`config.mk`:
```
export PLATFORM = sky130hd
export DESIGN_NAME = matrix_ptn_scheduler
export DESIGN_NICKNAME = d
export VERILOG_FILES = /design/src/rtl/matrix_pkg.sv /design/src/rtl/matrix_ptn_scheduler_sw_sync.sv /design/src/rtl/matrix_ptn_scheduler.sv
export SDC_FILE = /design/constraint.sdc
export NUM_CORES = 1
export LEC_CHECK = 0
export CORE_ASPECT_RATIO = 0.75
export CORE_MARGIN = 2
export CORE_UTILIZATION = 40
export CTS_CLUSTER_DIAMETER = 80
export DETAILED_ROUTE_END_ITERATION = 8
export GPL_TIMING_DRIVEN = 0
export SLEW_MARGIN = 20
export SYNTH_ARGS = -nofsm -noshare
export SYNTH_HDL_FRONTEND = slang
export SYNTH_HIERARCHICAL = 1
export SYNTH_SLANG_ARGS = --single-unit
```
`constraint.sdc`:
```
create_clock -name clk -period 2.6 [get_ports clk]
set_input_delay 0.26 -clock clk [delete_from_list [all_inputs] [get_ports clk]]
set_output_delay 0.26 -clock clk [all_outputs]
set_load 0.03 [all_outputs]
```
`src/rtl/matrix_pkg.sv`:
```
// Shared types and constants for the LED matrix pattern scheduler.
package matrix_pkg;

    localparam int NUM_PTN_DEFAULT = 7;

    // Bit positions inside the mode switch word; bits [2:0] are the manual index.
    localparam int MODE_W      = 6;
    localparam int MODE_AUTO   = 3;
    localparam int MODE_SCROLL = 4;
    localparam int MODE_HOLD   = 5;

    localparam logic [3:0] ROW_LAST = 4'd15;

    typedef enum logic [1:0] {
        S_BLANK,
        S_MANUAL,
        S_AUTO,
        S_HOLD
    } state_e;

    function automatic int cnt_width(input int n);
        return (n > 1) ? $clog2(n) : 1;
    endfunction

endpackage

```
`src/rtl/matrix_ptn_scheduler_sw_sync.sv`:
```
// Parameterized-width two-flop synchronizer for asynchronous switch inputs.
module sw_sync #(
    parameter int WIDTH = 1
) (
    input  logic             clk,
    input  logic             rst_n,
    input  logic [WIDTH-1:0] d_i,
    output logic [WIDTH-1:0] q_o
);

    logic [WIDTH-1:0] meta_q;
    logic [WIDTH-1:0] sync_q;

    // NOTE: both stages take the async reset so no stale switch value survives reset.
    always_ff @(posedge clk or negedge rst_n) begin
        if (!rst_n) begin
            meta_q <= '0;
            sync_q <= '0;
        end else begin
            meta_q <= d_i;
            sync_q <= meta_q;
        end
    end

    assign q_o = sync_q;

endmodule

```
`src/rtl/matrix_ptn_scheduler.sv`:
```
// Frame-synchronous sequencer for the 16x16 LED matrix: pattern index, blank and scroll offset.
module matrix_ptn_scheduler
    import matrix_pkg::*;
#(
    parameter int NUM_PTN       = NUM_PTN_DEFAULT,
    parameter int DWELL_FRAMES  = 64,
    parameter int SCROLL_FRAMES = 8
) (
    input  logic       clk,
    input  logic       rst,
    input  logic       row_tick,
    input  logic [3:0] row_bin,
    input  logic [5:0] mode,
    output logic [2:0] ptn_idx,
    output logic       blank,
    output logic [3:0] scroll_ofs,
    output logic       frame_start
);

    localparam int DW = cnt_width(DWELL_FRAMES);
    localparam int SW = cnt_width(SCROLL_FRAMES);
    localparam logic [DW-1:0] DWELL_LAST = DW'(DWELL_FRAMES - 1);
    localparam logic [SW-1:0] SCR_LAST   = SW'(SCROLL_FRAMES - 1);
    localparam logic [2:0]    PTN_LAST   = 3'(NUM_PTN - 1);
    localparam logic [3:0]    PTN_COUNT  = 4'(NUM_PTN);

    logic [MODE_W-1:0] mode_sync;
    logic [MODE_W-1:0] shadow_q;
    logic              fb;
    logic              upd_q;
    logic              frame_start_q;

    state_e state_q, state_d, resume_q, prev_run;

    logic [2:0]    ptn_q, ptn_d;
    logic          blank_q, blank_d;
    logic [3:0]    ofs_q, ofs_d;
    logic [DW-1:0] dwell_q, dwell_d;
    logic [SW-1:0] scr_q, scr_d;

    sw_sync #(.WIDTH(MODE_W)) u_sw_sync (
        .clk  (clk),
        .rst_n(rst),
        .d_i  (mode),
        .q_o  (mode_sync)
    );

    assign fb = row_tick && (row_bin == ROW_LAST);

    // Switches are latched at the frame boundary and acted on one cycle later.
    always_ff @(posedge clk or negedge rst) begin
        if (!rst) begin
            shadow_q      <= '0;
            upd_q         <= 1'b0;
            frame_start_q <= 1'b0;
        end else begin
            upd_q         <= fb;
            frame_start_q <= upd_q;
            if (fb) shadow_q <= mode_sync;
        end
    end

    always_ff @(posedge clk or negedge rst) begin
        if (!rst) begin
            state_q  <= S_BLANK;
            resume_q <= S_BLANK;
        end else begin
            state_q <= state_d;
            if (state_q != S_HOLD) resume_q <= state_q;
        end
    end

    always_comb begin
        state_d = state_q;
        if (upd_q) begin
            if (shadow_q[MODE_HOLD])      state_d = S_HOLD;
            else if (shadow_q[MODE_AUTO]) state_d = S_AUTO;
            else                          state_d = S_MANUAL;
        end
    end

    // Leaving hold resumes whatever ran before it, so auto entry is judged against that.
    assign prev_run = (state_q == S_HOLD) ? resume_q : state_q;

    always_comb begin
        // NOTE: every next-state value defaults to its register so no latch is inferred.
        ptn_d   = ptn_q;
        blank_d = blank_q;
        ofs_d   = ofs_q;
        dwell_d = dwell_q;
        scr_d   = scr_q;
        if (upd_q && (state_d != S_HOLD)) begin
            if (state_d == S_AUTO) begin
                blank_d = 1'b0;
                if (prev_run != S_AUTO) begin
                    ptn_d   = 3'd0;
                    dwell_d = '0;
                end else if (dwell_q == DWELL_LAST) begin
                    dwell_d = '0;
                    ptn_d   = (ptn_q == PTN_LAST) ? 3'd0 : ptn_q + 3'd1;
                end else begin
                    dwell_d = dwell_q + DW'(1);
                end
            end else begin
                dwell_d = '0;
                if ({1'b0, shadow_q[2:0]} < PTN_COUNT) begin
                    ptn_d   = shadow_q[2:0];
                    blank_d = 1'b0;
                end else begin
                    blank_d = 1'b1;
                end
            end

            if (shadow_q[MODE_SCROLL]) begin
                if (scr_q == SCR_LAST) begin
                    scr_d = '0;
                    ofs_d = ofs_q + 4'd1;
                end else begin
                    scr_d = scr_q + SW'(1);
                end
            end else begin
                scr_d = '0;
                ofs_d = 4'd0;
            end
        end
    end

    always_ff @(posedge clk or negedge rst) begin
        if (!rst) begin
            ptn_q   <= 3'd0;
            blank_q <= 1'b1;
            ofs_q   <= 4'd0;
            dwell_q <= '0;
            scr_q   <= '0;
        end else begin
            ptn_q   <= ptn_d;
            blank_q <= blank_d;
            ofs_q   <= ofs_d;
            dwell_q <= dwell_d;
            scr_q   <= scr_d;
        end
    end

    assign ptn_idx     = ptn_q;
    assign blank       = blank_q;
    assign scroll_ofs  = ofs_q;
    assign frame_start = frame_start_q;

endmodule

```
==> reports/metrics.csv <==
stage,metric,value,unit
critical_path,critical-path-slowest-cell,clkdlybuf4s50_1,
yosys,ys_ff_latch,41,
route,detail-route-antenna-nets,0,
critical_path,worst-setup-path-type,register to output pin,
hold_path,hold_class,register to register,
route,route.vias.total,1217,
pwr,p_int,1.21,mW
yosys,syn-num-nets,166,
route,drc,0,
global_routing,grt_first_pass_wirelength,5510,um
layout,antenna_cells,0,
layout,nNetsFinal,196,
clock_network,cts_max_level,2,
clock_network,clk_pin_slew_worst_paths,0.08,ns
pwr,clkPwrFrac,37.7,%
critical_path,rr_worst_depth,5,
timing,worst_slack,0.856,ns
timing,final_max_slew_viol_count,0,
timing,finalSetupTns,0,ns
critical_path,cpPeakStageDelay,0.66,ns
critical_path,cp_max_fo,2,
floorplan,initial_core_util,42.2,%
floorplan,die-area,0.00488,sq mm
outcome,outcome,"complete, no violations",
hold_path,hold_start,u_sw_sync/meta_q[3],
clock_network,clock_path_buffers,2,
critical_path,path_delay_family,buffers and inverters,
critical_path,r2r-start,dwell_q[0],
floorplan,die_height,61,um
pwr,p_leak,0.975,nW
timing,fin_crit,1.74,ns
yosys,yosysTopAreaCell,dfrtp_1,
timing,setup_viol,0,
pwr,irDropWorstVdd,341,uV
pwr,power.switching,401,uW
clock_network,cts_resized,0,
route,wirelength,3100,um
timing,finalCritPeriodShare,67.1,%
floorplan,ios,22,
job,maxCapViolCount,0,
floorplan,rows,20,
critical_path,end_kind,output pin,
yosys,yosysWarnings,6,
hold_path,holdPathEnd,u_sw_sync/q_o[3],
global_routing,first_global_vias,1203,
yosys,yosys-top-cells-area,"dfrtp_1, nand2_1, mux2_2",
placed_design,gp_congestion,0.744,
yosys,syn-instance-count,149,
yosys,yosysSeqAreaShare,59.3,%
layout,instances_no_fill,235,
yosys,yosysUniqueCellTypes,37,
placed_design,place_ws,0.896,ns
pwr,power_density,738,mW/mm^2
clock_network,cts_num_sinks,41,
placed_design,io_buffers,21,
clock_network,cts.root.buffer_cell,clkbuf_8,
layout,drive_gt1_share,12.8,%
timing,rsz0062_at_grt,no,
yosys,syn-cell-area,0.00173,sq mm
placed_design,placedCellCount,226,
route,routedWlPerCell,13.2,um
route,first_iter_violations,54,
global_routing,antenna_found_initial,0,
yosys,avgSynthCellArea,11.6,sq um
pwr,pwr-share-seq,47.9,%
clock_network,cts_tree,yes,
route,viasPerCell,5.18,
timing,fin_skew,0.00317,ns
timing,hold_violations,0,
timing,max_freq,573,MHz
critical_path,crit_path_start_kind,register,
clock_network,insertion_delay,0.29,ns
pwr,switching_share,24.9,%
critical_path,r2r_slack,0.89,ns
layout,syn2layout_area_growth,25.9,%
critical_path,cp.required,2.34,ns
floorplan,core,0.00410,sq mm
critical_path,arrival,1.48,ns
critical_path,worstPathCellList,clkdlybuf4s50_1,
global_routing,grtUsageTotal,15.3,%
layout,nFillCells,366,
timing,worst_pin_slew,0.448,ns
floorplan,die_w,80,um
clock_network,numCtsBuffers,5,
critical_path,path_buf_inv,1,
pwr,comb_power_share,14.4,%
timing,maxSlewHeadroom,70.2,%
global_routing,grt_max_degree,25,
layout,final_core_util,53.2,%
route,drt_pre_antenna_iters,4,
critical_path,rr_endpoint,ptn_idx[0],
placed_design,hpwl,2240,um
hold_path,whs_path_depth,0,
global_routing,grt_overflow_total,0,
yosys,yosysTopAreaCellShare,57.8,%
[placed cells by master (no fill, tap or decap), types with 2 or more instances in the layout]
cell,n
bufinv_16,2
mux2_2,6
clkbuf_1,5
o21ai_1,2
nor2b_1,3
o21a_1,2
and3_1,2
a22o_1,3
inv_1,7
clkbuf_8,5
nand3_1,9
mux2i_1,5
nor3_1,2
ha_1,4
nor2_1,5
dfrtp_1,40
clkdlybuf4s50_1,20
nand2_1,18
a32o_1,2
a21oi_1,3
nand4_1,4
o21ai_0,9
[power by group through the flow]
stage          Clock [mW]  Combinational [mW]  Sequential, mW
2_1_floorplan           0               0.120           0.792
3_3_place_gp            0               0.221           0.777
3_5_place_dp            0               0.233           0.783
4_1_cts             0.631               0.235           0.771
5_1_grt             0.665               0.257           0.782
6_report            0.608               0.232           0.771
[through the flow]
step / instance area [sq um] / hold WS [ns] / power [mW]
after floorplan: 1730 / -0.0356 / 0.912
after global placement: 2010 / 0.332 / 0.998
after detailed placement: 2030 / 0.231 / 1.02
after CTS: 2180 / 0.356 / 1.64
after global routing: 2180 / 0.358 / 1.70
final: 2180 / 0.353 / 1.61
[logic make-up after synthesis]
family | share of synthesized area, %
simple gates | 13.5
flops | 59.3
compound gates | 13.4
buf+inv | 3.25
mux | 7.65
fa+ha+maj | 2.89
[how the worst max path moves through the flow]
| stage | startpoint | end | slack [ns] | cells past startpoint |
|---|---|---|---|---|
| 3_5_place_dp | upd_q | ptn_idx[0] | 0.90 | 5 |
| 4_1_cts | blank | blank | 0.83 | 1 |
| 2_1_floorplan | upd_q | ptn_idx[0] | 1.00 | 5 |
| 3_3_place_gp | rst | dwell_q[1] | 0.34 | 1 |
| 6_report | blank | blank | 0.86 | 1 |
| 5_1_grt | blank | blank | 0.79 | 1 |
[worst reg2reg max path, stage by stage (launching register included)]
cell	delay (ns)
dfrtp_1	0.39
ha_1	0.19
and3_1	0.23
nand3_1	0.24
a21oi_4	0.24
mux2_4	0.31
[routing by layer]
metal,up-vias,global-route usage [%],routed length [um]
met5,-,0,0
li1,593,-,-
met4,0,6.05,14
met3,2,6.40,119
met2,25,23.2,1500
met1,597,19.7,1470
[cell usage after synthesis (all sizes together)]
cell,instances
a21boi,1
a21o,1
a21oi,4
a22o,3
a32o,2
and2b,1
and3,2
and3b,2
buf,1
clkbuf,5
dfrtp,40
dfstp,1
ha,4
inv,7
mux2,7
mux2i,5
nand2,18
nand2b,1
nand3,9
nand4,4
nor2,5
nor2b,3
nor3,2
o2111ai,1
o211ai,1
o21a,2
o21ai,11
o221a,2
o221ai,1
o22ai,1
o2bb2ai,1
o31ai,1
[state kept, by name (all words and copies together), names as in the netlist]
name and count:
u_sw_sync/meta_q 6, state_q 2, blank 1, frame_start 1, shadow_q 6, scroll_ofs 4, scr_q 3, dwell_q 6
ptn_idx 3, u_sw_sync/q_o 6, upd_q 1, resume_q 2
[cell type report]
type	count	area, sq um	share of cell area (%)
flip-flops and latches	41	1030	47.1
multi-input cells	95	649	29.8
repair buffers	23	243	11.1
clock buffers	5	68.8	3.15
clock inverters	3	68.8	3.15
well taps	55	68.8	3.15
plain buffers	6	30.0	1.38
inverters	7	26.3	1.20
[what timing repair did]
item	in CTS	in global routing
buffers inserted	0	0
endpoints found under the hold margin	16	0
hold buffers	1	0
No activity file was read; power rests on OpenSTA's default activity.
